==> config.mk <==
export PLATFORM = sky130hd
export DESIGN_NAME = idli_sqi_fetch
export DESIGN_NICKNAME = d
export VERILOG_FILES = /design/src/rtl/idli_sqi_fetch.sv
export SDC_FILE = /design/constraint.sdc
export NUM_CORES = 1
export LEC_CHECK = 0
export CORE_MARGIN = 2
export CORE_UTILIZATION = 40
export DETAILED_ROUTE_END_ITERATION = 16
export HOLD_SLACK_MARGIN = 0.15
export PLACE_DENSITY = 0.66
export SETUP_SLACK_MARGIN = 0.3
export SLEW_MARGIN = 20
export SYNTH_ARGS = -nofsm -noshare
export SYNTH_HDL_FRONTEND = slang
export SYNTH_SLANG_ARGS = --single-unit
==> constraint.sdc <==
create_clock -name i_clk -period 2.57 [get_ports i_clk]
set_input_delay 0.3855 -clock i_clk [delete_from_list [all_inputs] [get_ports i_clk]]
set_output_delay 0.3855 -clock i_clk [all_outputs]
set_load 0.01 [all_outputs]
==> src/rtl/idli_sqi_fetch.sv <==
// Instruction fetch unit: streams 16b words from the paired SQI memories
// (low/high nibble parts) using sequential READ and hands them to the decoder.
module idli_sqi_fetch #(
  parameter logic [15:0] RESET_PC     = 16'h0000,
  parameter int unsigned DUMMY_CYCLES = 2
) (
  input  logic            i_clk,
  input  logic            i_rst,
  input  logic            i_redirect_vld,
  input  logic [15:0]     i_redirect_pc,
  output logic            o_instr_vld,
  output logic [15:0]     o_instr,
  output logic [15:0]     o_instr_pc,
  input  logic            i_instr_rdy,
  output logic            o_sqi_cs_n,
  output logic            o_sqi_sck_en,
  output logic            o_sqi_oe,
  output logic [1:0][3:0] o_sqi_data,
  input  logic [1:0][3:0] i_sqi_data
);

  localparam int SQI_MEM_LO = 0;
  localparam int SQI_MEM_HI = 1;
  localparam logic [3:0] CMD_LAST   = 4'd1;
  localparam logic [3:0] ADDR_LAST  = 4'd5;
  localparam logic [3:0] DUMMY_LAST = 4'(DUMMY_CYCLES - 1);

  typedef enum logic [2:0] {
    ST_IDLE,
    ST_CMD,
    ST_ADDR,
    ST_DUMMY,
    ST_DATA
  } state_t;

  state_t      state_q, state_d;
  logic [3:0]  phase_q, phase_d;
  logic [15:0] pc_q, pc_d;
  logic        byte_sel_q, byte_sel_d;
  logic [7:0]  lo_byte_q, lo_byte_d;
  logic        instr_vld_q, instr_vld_d;
  logic [15:0] instr_q, instr_d;
  logic [15:0] instr_pc_q, instr_pc_d;

  logic [23:0] addr_sh;
  logic [3:0]  data_nib;
  logic [7:0]  rx_byte;
  logic        consume;
  logic        sample_en;

  // Shift the byte address so the nibble for the current phase sits on top.
  assign addr_sh = {7'b0, pc_q, 1'b0} << {phase_q, 2'b00};
  assign rx_byte = {i_sqi_data[SQI_MEM_HI], i_sqi_data[SQI_MEM_LO]};
  assign consume = instr_vld_q & i_instr_rdy;

  always_ff @(posedge i_clk) begin
    if (i_rst) begin
      state_q     <= ST_IDLE;
      phase_q     <= 4'd0;
      pc_q        <= RESET_PC;
      byte_sel_q  <= 1'b0;
      lo_byte_q   <= 8'd0;
      instr_vld_q <= 1'b0;
      instr_q     <= 16'd0;
      instr_pc_q  <= 16'd0;
    end else begin
      state_q     <= state_d;
      phase_q     <= phase_d;
      pc_q        <= pc_d;
      byte_sel_q  <= byte_sel_d;
      lo_byte_q   <= lo_byte_d;
      instr_vld_q <= instr_vld_d;
      instr_q     <= instr_d;
      instr_pc_q  <= instr_pc_d;
    end
  end

  always_comb begin
    state_d      = state_q;
    phase_d      = phase_q;
    pc_d         = pc_q;
    byte_sel_d   = byte_sel_q;
    lo_byte_d    = lo_byte_q;
    instr_vld_d  = instr_vld_q;
    instr_d      = instr_q;
    instr_pc_d   = instr_pc_q;
    o_sqi_cs_n   = 1'b1;
    o_sqi_sck_en = 1'b0;
    o_sqi_oe     = 1'b0;
    data_nib     = 4'h0;
    sample_en    = 1'b0;

    if (consume) begin
      instr_vld_d = 1'b0;
    end

    case (state_q)
      ST_IDLE: begin
        state_d = ST_CMD;
        phase_d = 4'd0;
      end
      ST_CMD: begin
        o_sqi_cs_n   = 1'b0;
        o_sqi_sck_en = 1'b1;
        o_sqi_oe     = 1'b1;
        data_nib     = phase_q[0] ? 4'h3 : 4'h0;
        if (phase_q == CMD_LAST) begin
          state_d = ST_ADDR;
          phase_d = 4'd0;
        end else begin
          phase_d = phase_q + 4'd1;
        end
      end
      ST_ADDR: begin
        o_sqi_cs_n   = 1'b0;
        o_sqi_sck_en = 1'b1;
        o_sqi_oe     = 1'b1;
        data_nib     = addr_sh[23:20];
        if (phase_q == ADDR_LAST) begin
          state_d = ST_DUMMY;
          phase_d = 4'd0;
        end else begin
          phase_d = phase_q + 4'd1;
        end
      end
      ST_DUMMY: begin
        o_sqi_cs_n   = 1'b0;
        o_sqi_sck_en = 1'b1;
        if (phase_q == DUMMY_LAST) begin
          state_d = ST_DATA;
          phase_d = 4'd0;
        end else begin
          phase_d = phase_q + 4'd1;
        end
      end
      ST_DATA: begin
        o_sqi_cs_n = 1'b0;
        // Stall the clock only on the byte that would complete a word with nowhere to go.
        sample_en    = ~(byte_sel_q & instr_vld_q & ~i_instr_rdy);
        o_sqi_sck_en = sample_en;
        if (sample_en) begin
          if (!byte_sel_q) begin
            lo_byte_d  = rx_byte;
            byte_sel_d = 1'b1;
          end else begin
            instr_d     = {rx_byte, lo_byte_q};
            instr_pc_d  = pc_q;
            instr_vld_d = 1'b1;
            pc_d        = pc_q + 16'd1;
            byte_sel_d  = 1'b0;
          end
        end
      end
      default: begin
        state_d = ST_IDLE;
        phase_d = 4'd0;
      end
    endcase

    if (i_redirect_vld) begin
      state_d     = ST_IDLE;
      phase_d     = 4'd0;
      pc_d        = i_redirect_pc;
      instr_vld_d = 1'b0;
      byte_sel_d  = 1'b0;
      lo_byte_d   = 8'd0;
    end

    // Deselect the memories in the very cycle reset is raised.
    if (i_rst) begin
      o_sqi_cs_n   = 1'b1;
      o_sqi_sck_en = 1'b0;
      o_sqi_oe     = 1'b0;
      data_nib     = 4'h0;
    end
  end

  assign o_sqi_data  = {data_nib, data_nib};
  assign o_instr_vld = instr_vld_q;
  assign o_instr     = instr_q;
  assign o_instr_pc  = instr_pc_q;

endmodule

==> flow_metrics.env, run 1 <==
export IMPL_outcome="finished, final reports clean"
export IMPL_fin_util_pct=56.5
export IMPL_fin_crit_sh_pct=85.4
export IMPL_ys_ff_latch=65
export IMPL_setup_ws_ns=0.376
export IMPL_multi_input_area_sq_um=1590
export IMPL_rr_worst_depth=8
export IMPL_htree_levels=3
export IMPL_dieArea_sq_um=8390
export IMPL_cp_common_cell="clkdlybuf4s50_1"
export IMPL_grt_remaining_overflow=0
export IMPL_diodes=0
export IMPL_wirelength_mm=8.40
export IMPL_io_buffers=71
export IMPL_cts_made_buffers=9
export IMPL_syn_to_final_growth_pct=35.1
export IMPL_synth_edf_count=0
export IMPL_synth_fp_nets=427
export IMPL_grt_antenna_before_repair=0
export IMPL_dp_final_hpwl_mm=5.97
export IMPL_clock_fmax_ghz=0.456
export IMPL_tns_ns=0
export IMPL_finalHoldViolCount=0
export IMPL_pre_cts_ws_ns=0.158
export IMPL_ant_nets=0
export IMPL_placementRows=31
export IMPL_rr_startpoint="phase_q[0]"
export IMPL_syn_area_sq_um=3070
export IMPL_via_per_inst=5.33
export IMPL_place_congestion=0.854
export IMPL_dieHeight_um=91.6
export IMPL_synth_cell_types=47
export IMPL_post_drt_wl_per_cell_um=14.8
export IMPL_design_area_sq_um=4150
export IMPL_syn_area_per_cell_sq_um=7.75
export IMPL_cp_required_ns=2.18
export IMPL_cp_startpoint="i_rst"
export IMPL_worst_setup_path_end_kind="primary output"
export IMPL_yosysWarningCount=0
export IMPL_ios=72
export IMPL_crit_chain="clkdlybuf4s50_1, buf_12, inv_1, o21ai_0, clkdlybuf4s50_1"
export IMPL_critPathMaxFanout=18
export IMPL_start_util_pct=41.9
export IMPL_finalNetCount=496
export IMPL_syn_inst=396
export IMPL_grt_max_degree=32
export IMPL_num_vias=3032
export IMPL_nFillCells=693
export IMPL_crit_buf_inv=4
export IMPL_grt_pass1_vias=2780
export IMPL_cts_buffer_depth=2
export IMPL_setup_violations_final=0
export IMPL_place_area_sq_um=3890
export IMPL_drc_errors=0
export IMPL_ys_seq_area_share_pct=42.4
export IMPL_peakVddDrop_v=0.000272
export IMPL_hold_path_class="flip-flop to flip-flop"
export IMPL_crit_family="buffers and inverters"
export IMPL_arrival_ns=1.81
export IMPL_power_density_nw_per_um2=502
export IMPL_cp_depth=5
export IMPL_core_area_sq_um=7330
export IMPL_async_flop_share_pct=0
export IMPL_dr_pass1_iters=4
export IMPL_seq_area_sq_um=1320
export IMPL_maxSlewViolCount=0
export IMPL_cts_sinks=65
export IMPL_cts_clk_slew_worst_paths_ns=0.07
export IMPL_grt_pass1_wl_mm=13.8
export IMPL_worstSetupPathType="primary input to primary output"
export IMPL_root_buffer="clkbuf_8"
export IMPL_cp_slowest_stage_delay_ns=0.57
export IMPL_cts_tree="done"
export IMPL_timing_max_cap_violations=0
export IMPL_worst_slew_pin_transition_ns=0.596
export IMPL_power_leakage_nw=1.43
export IMPL_whs_path_depth=2
export IMPL_clk_latency_ns=0.34
export IMPL_synth_ff_type="dfxtp_1"
export IMPL_grt_usage_pct=20.5
export IMPL_drive_gt1_share_pct=12.3
export IMPL_drt_iter0_markers=197
export IMPL_relSlewSlack_pct=59.7
export IMPL_worstHoldStart="o_instr[9]"
export IMPL_critPathSlowestCell="clkdlybuf4s50_1"
export IMPL_clock_skew_ns=0.00832
export IMPL_critPathLaunchType="primary input"
export IMPL_die_w_um=91.6
export IMPL_grt_setup_unrepaired="yes"
export IMPL_layout_min_cycle_time_ns=2.19
worst min-delay path, cell delays in order, from the launching register on:
cell and delay, ns:
dfxtp_1 0.31, nand2_1 0.05, a21oi_1 0.05
flip-flops by register name (all words and copies together) (netlist names):
| name | cells |
|---|---|
| o_instr | 16 |
| o_instr_pc | 16 |
| pc_q | 16 |
| lo_byte_q | 8 |
| phase_q | 4 |
| state_q | 3 |
| byte_sel_q | 1 |
| o_instr_vld | 1 |
cells in the final DEF, fill, tap and decap left out, types with 5 or more instances in the layout:
cell type,synthesis,routed
a21oi_1,47,47
and3_1,6,6
buf_4,5,22
clkbuf_8,0,9
clkdlybuf4s50_1,0,62
dfxtp_1,65,55
dfxtp_2,0,8
dlygate4sd2_1,0,8
inv_1,8,8
mux2i_1,5,5
nand2_1,93,93
nand3_1,13,13
nand4_1,7,7
nor2_1,26,26
nor3_1,7,7
o21ai_0,11,10
power by group:
| group | leakage, nW | internal (W) | switching, W |
|---|---|---|---|
| registers | 0.532 | 0.00103 | 0.0000331 |
| clock network | 0.0994 | 0.000447 | 0.000412 |
| logic | 0.798 | 0.0000880 | 0.0000760 |
cell families (layout without fill, tap and decap cells):
family,Yosys count,after routing,share of synthesized area [%]
and+or+nand+nor,184,184,28.6
AOI/OAI and AO/OA,85,85,16.6
DFF,65,65,42.4
buffers and inverters,44,118,6.40
muxes,8,8,2.73
xor gates and xnor gates,7,7,2.00
adders and majority gates,3,3,1.22
repair_timing:
action | in CTS | in global routing
hold buffers | 0 | 0
setup endpoints to repair | 9 | 3
hold endpoints to repair | 0 | 0
gates resized for setup | 23 | 7
pin swaps | 2 | 1
buffers inserted | 2 | 2
through the flow:
| stage | hold slack, ns | std cells | total power [W] |
|---|---|---|---|
| floorplan | 0.432 | 396 | 0.00115 |
| global placement | 0.442 | 549 | 0.00124 |
| detailed placement | 0.447 | 549 | 0.00124 |
| CTS | 0.454 | 567 | 0.00209 |
| global route | 0.470 | 569 | 0.00218 |
| finish | 0.453 | 569 | 0.00208 |
worst paths after layout:
| check | end | slack [ns] |
|---|---|---|
| hold reg to reg | o_instr[9] | 0.45 |
| hold / removal | o_instr[9] | 0.45 |
| setup reg to reg | phase_q[1] | 0.57 |
| setup / recovery | o_sqi_cs_n | 0.38 |
metal layers:
metal  vias to the layer above  share of wire, %  global-route usage [%]
li1                       1523                 -                       -
met1                      1423                47                    28.9
met2                        77                47                    30.9
met3                         9               5.3                    4.90
met4                         0               1.1                    6.06
met5                         -                 0                       0
synth_stat cells (4+ instances only):
library cell / instances / area [sq um]
a211oi_1: 4 / 30.0
a21oi_1: 47 / 235
a311oi_1: 4 / 35.0
a31oi_1: 4 / 25.0
and3_1: 6 / 37.5
and4_1: 4 / 35.0
buf_4: 5 / 37.5
clkbuf_1: 26 / 97.6
dfxtp_1: 65 / 1300
inv_1: 8 / 30.0
mux2i_1: 5 / 50.1
nand2_1: 93 / 349
nand3_1: 13 / 65.1
nand3b_1: 4 / 30.0
nand4_1: 7 / 43.8
nor2_1: 26 / 97.6
nor3_1: 7 / 35.0
nor3b_1: 4 / 30.0
o21ai_0: 11 / 55.1
xnor2_1: 4 / 35.0
cell type report:
type                       count  area share, %
tap                           99           2.99
sequential                    65           31.8
multi-input combinational    287           38.4
clock inverter                 7           1.69
inverter                       8          0.724
clock buffer                   9           2.99
timing repair buffer          94           21.4
Note: power is estimated with default switching activity, not from simulation.
==> run 2, diff against run 1 <==
- SLEW_MARGIN: 20 -> default
==> results of run 2 <==
Same layout as run 1: the final DEF is identical, and so are final timing and power.
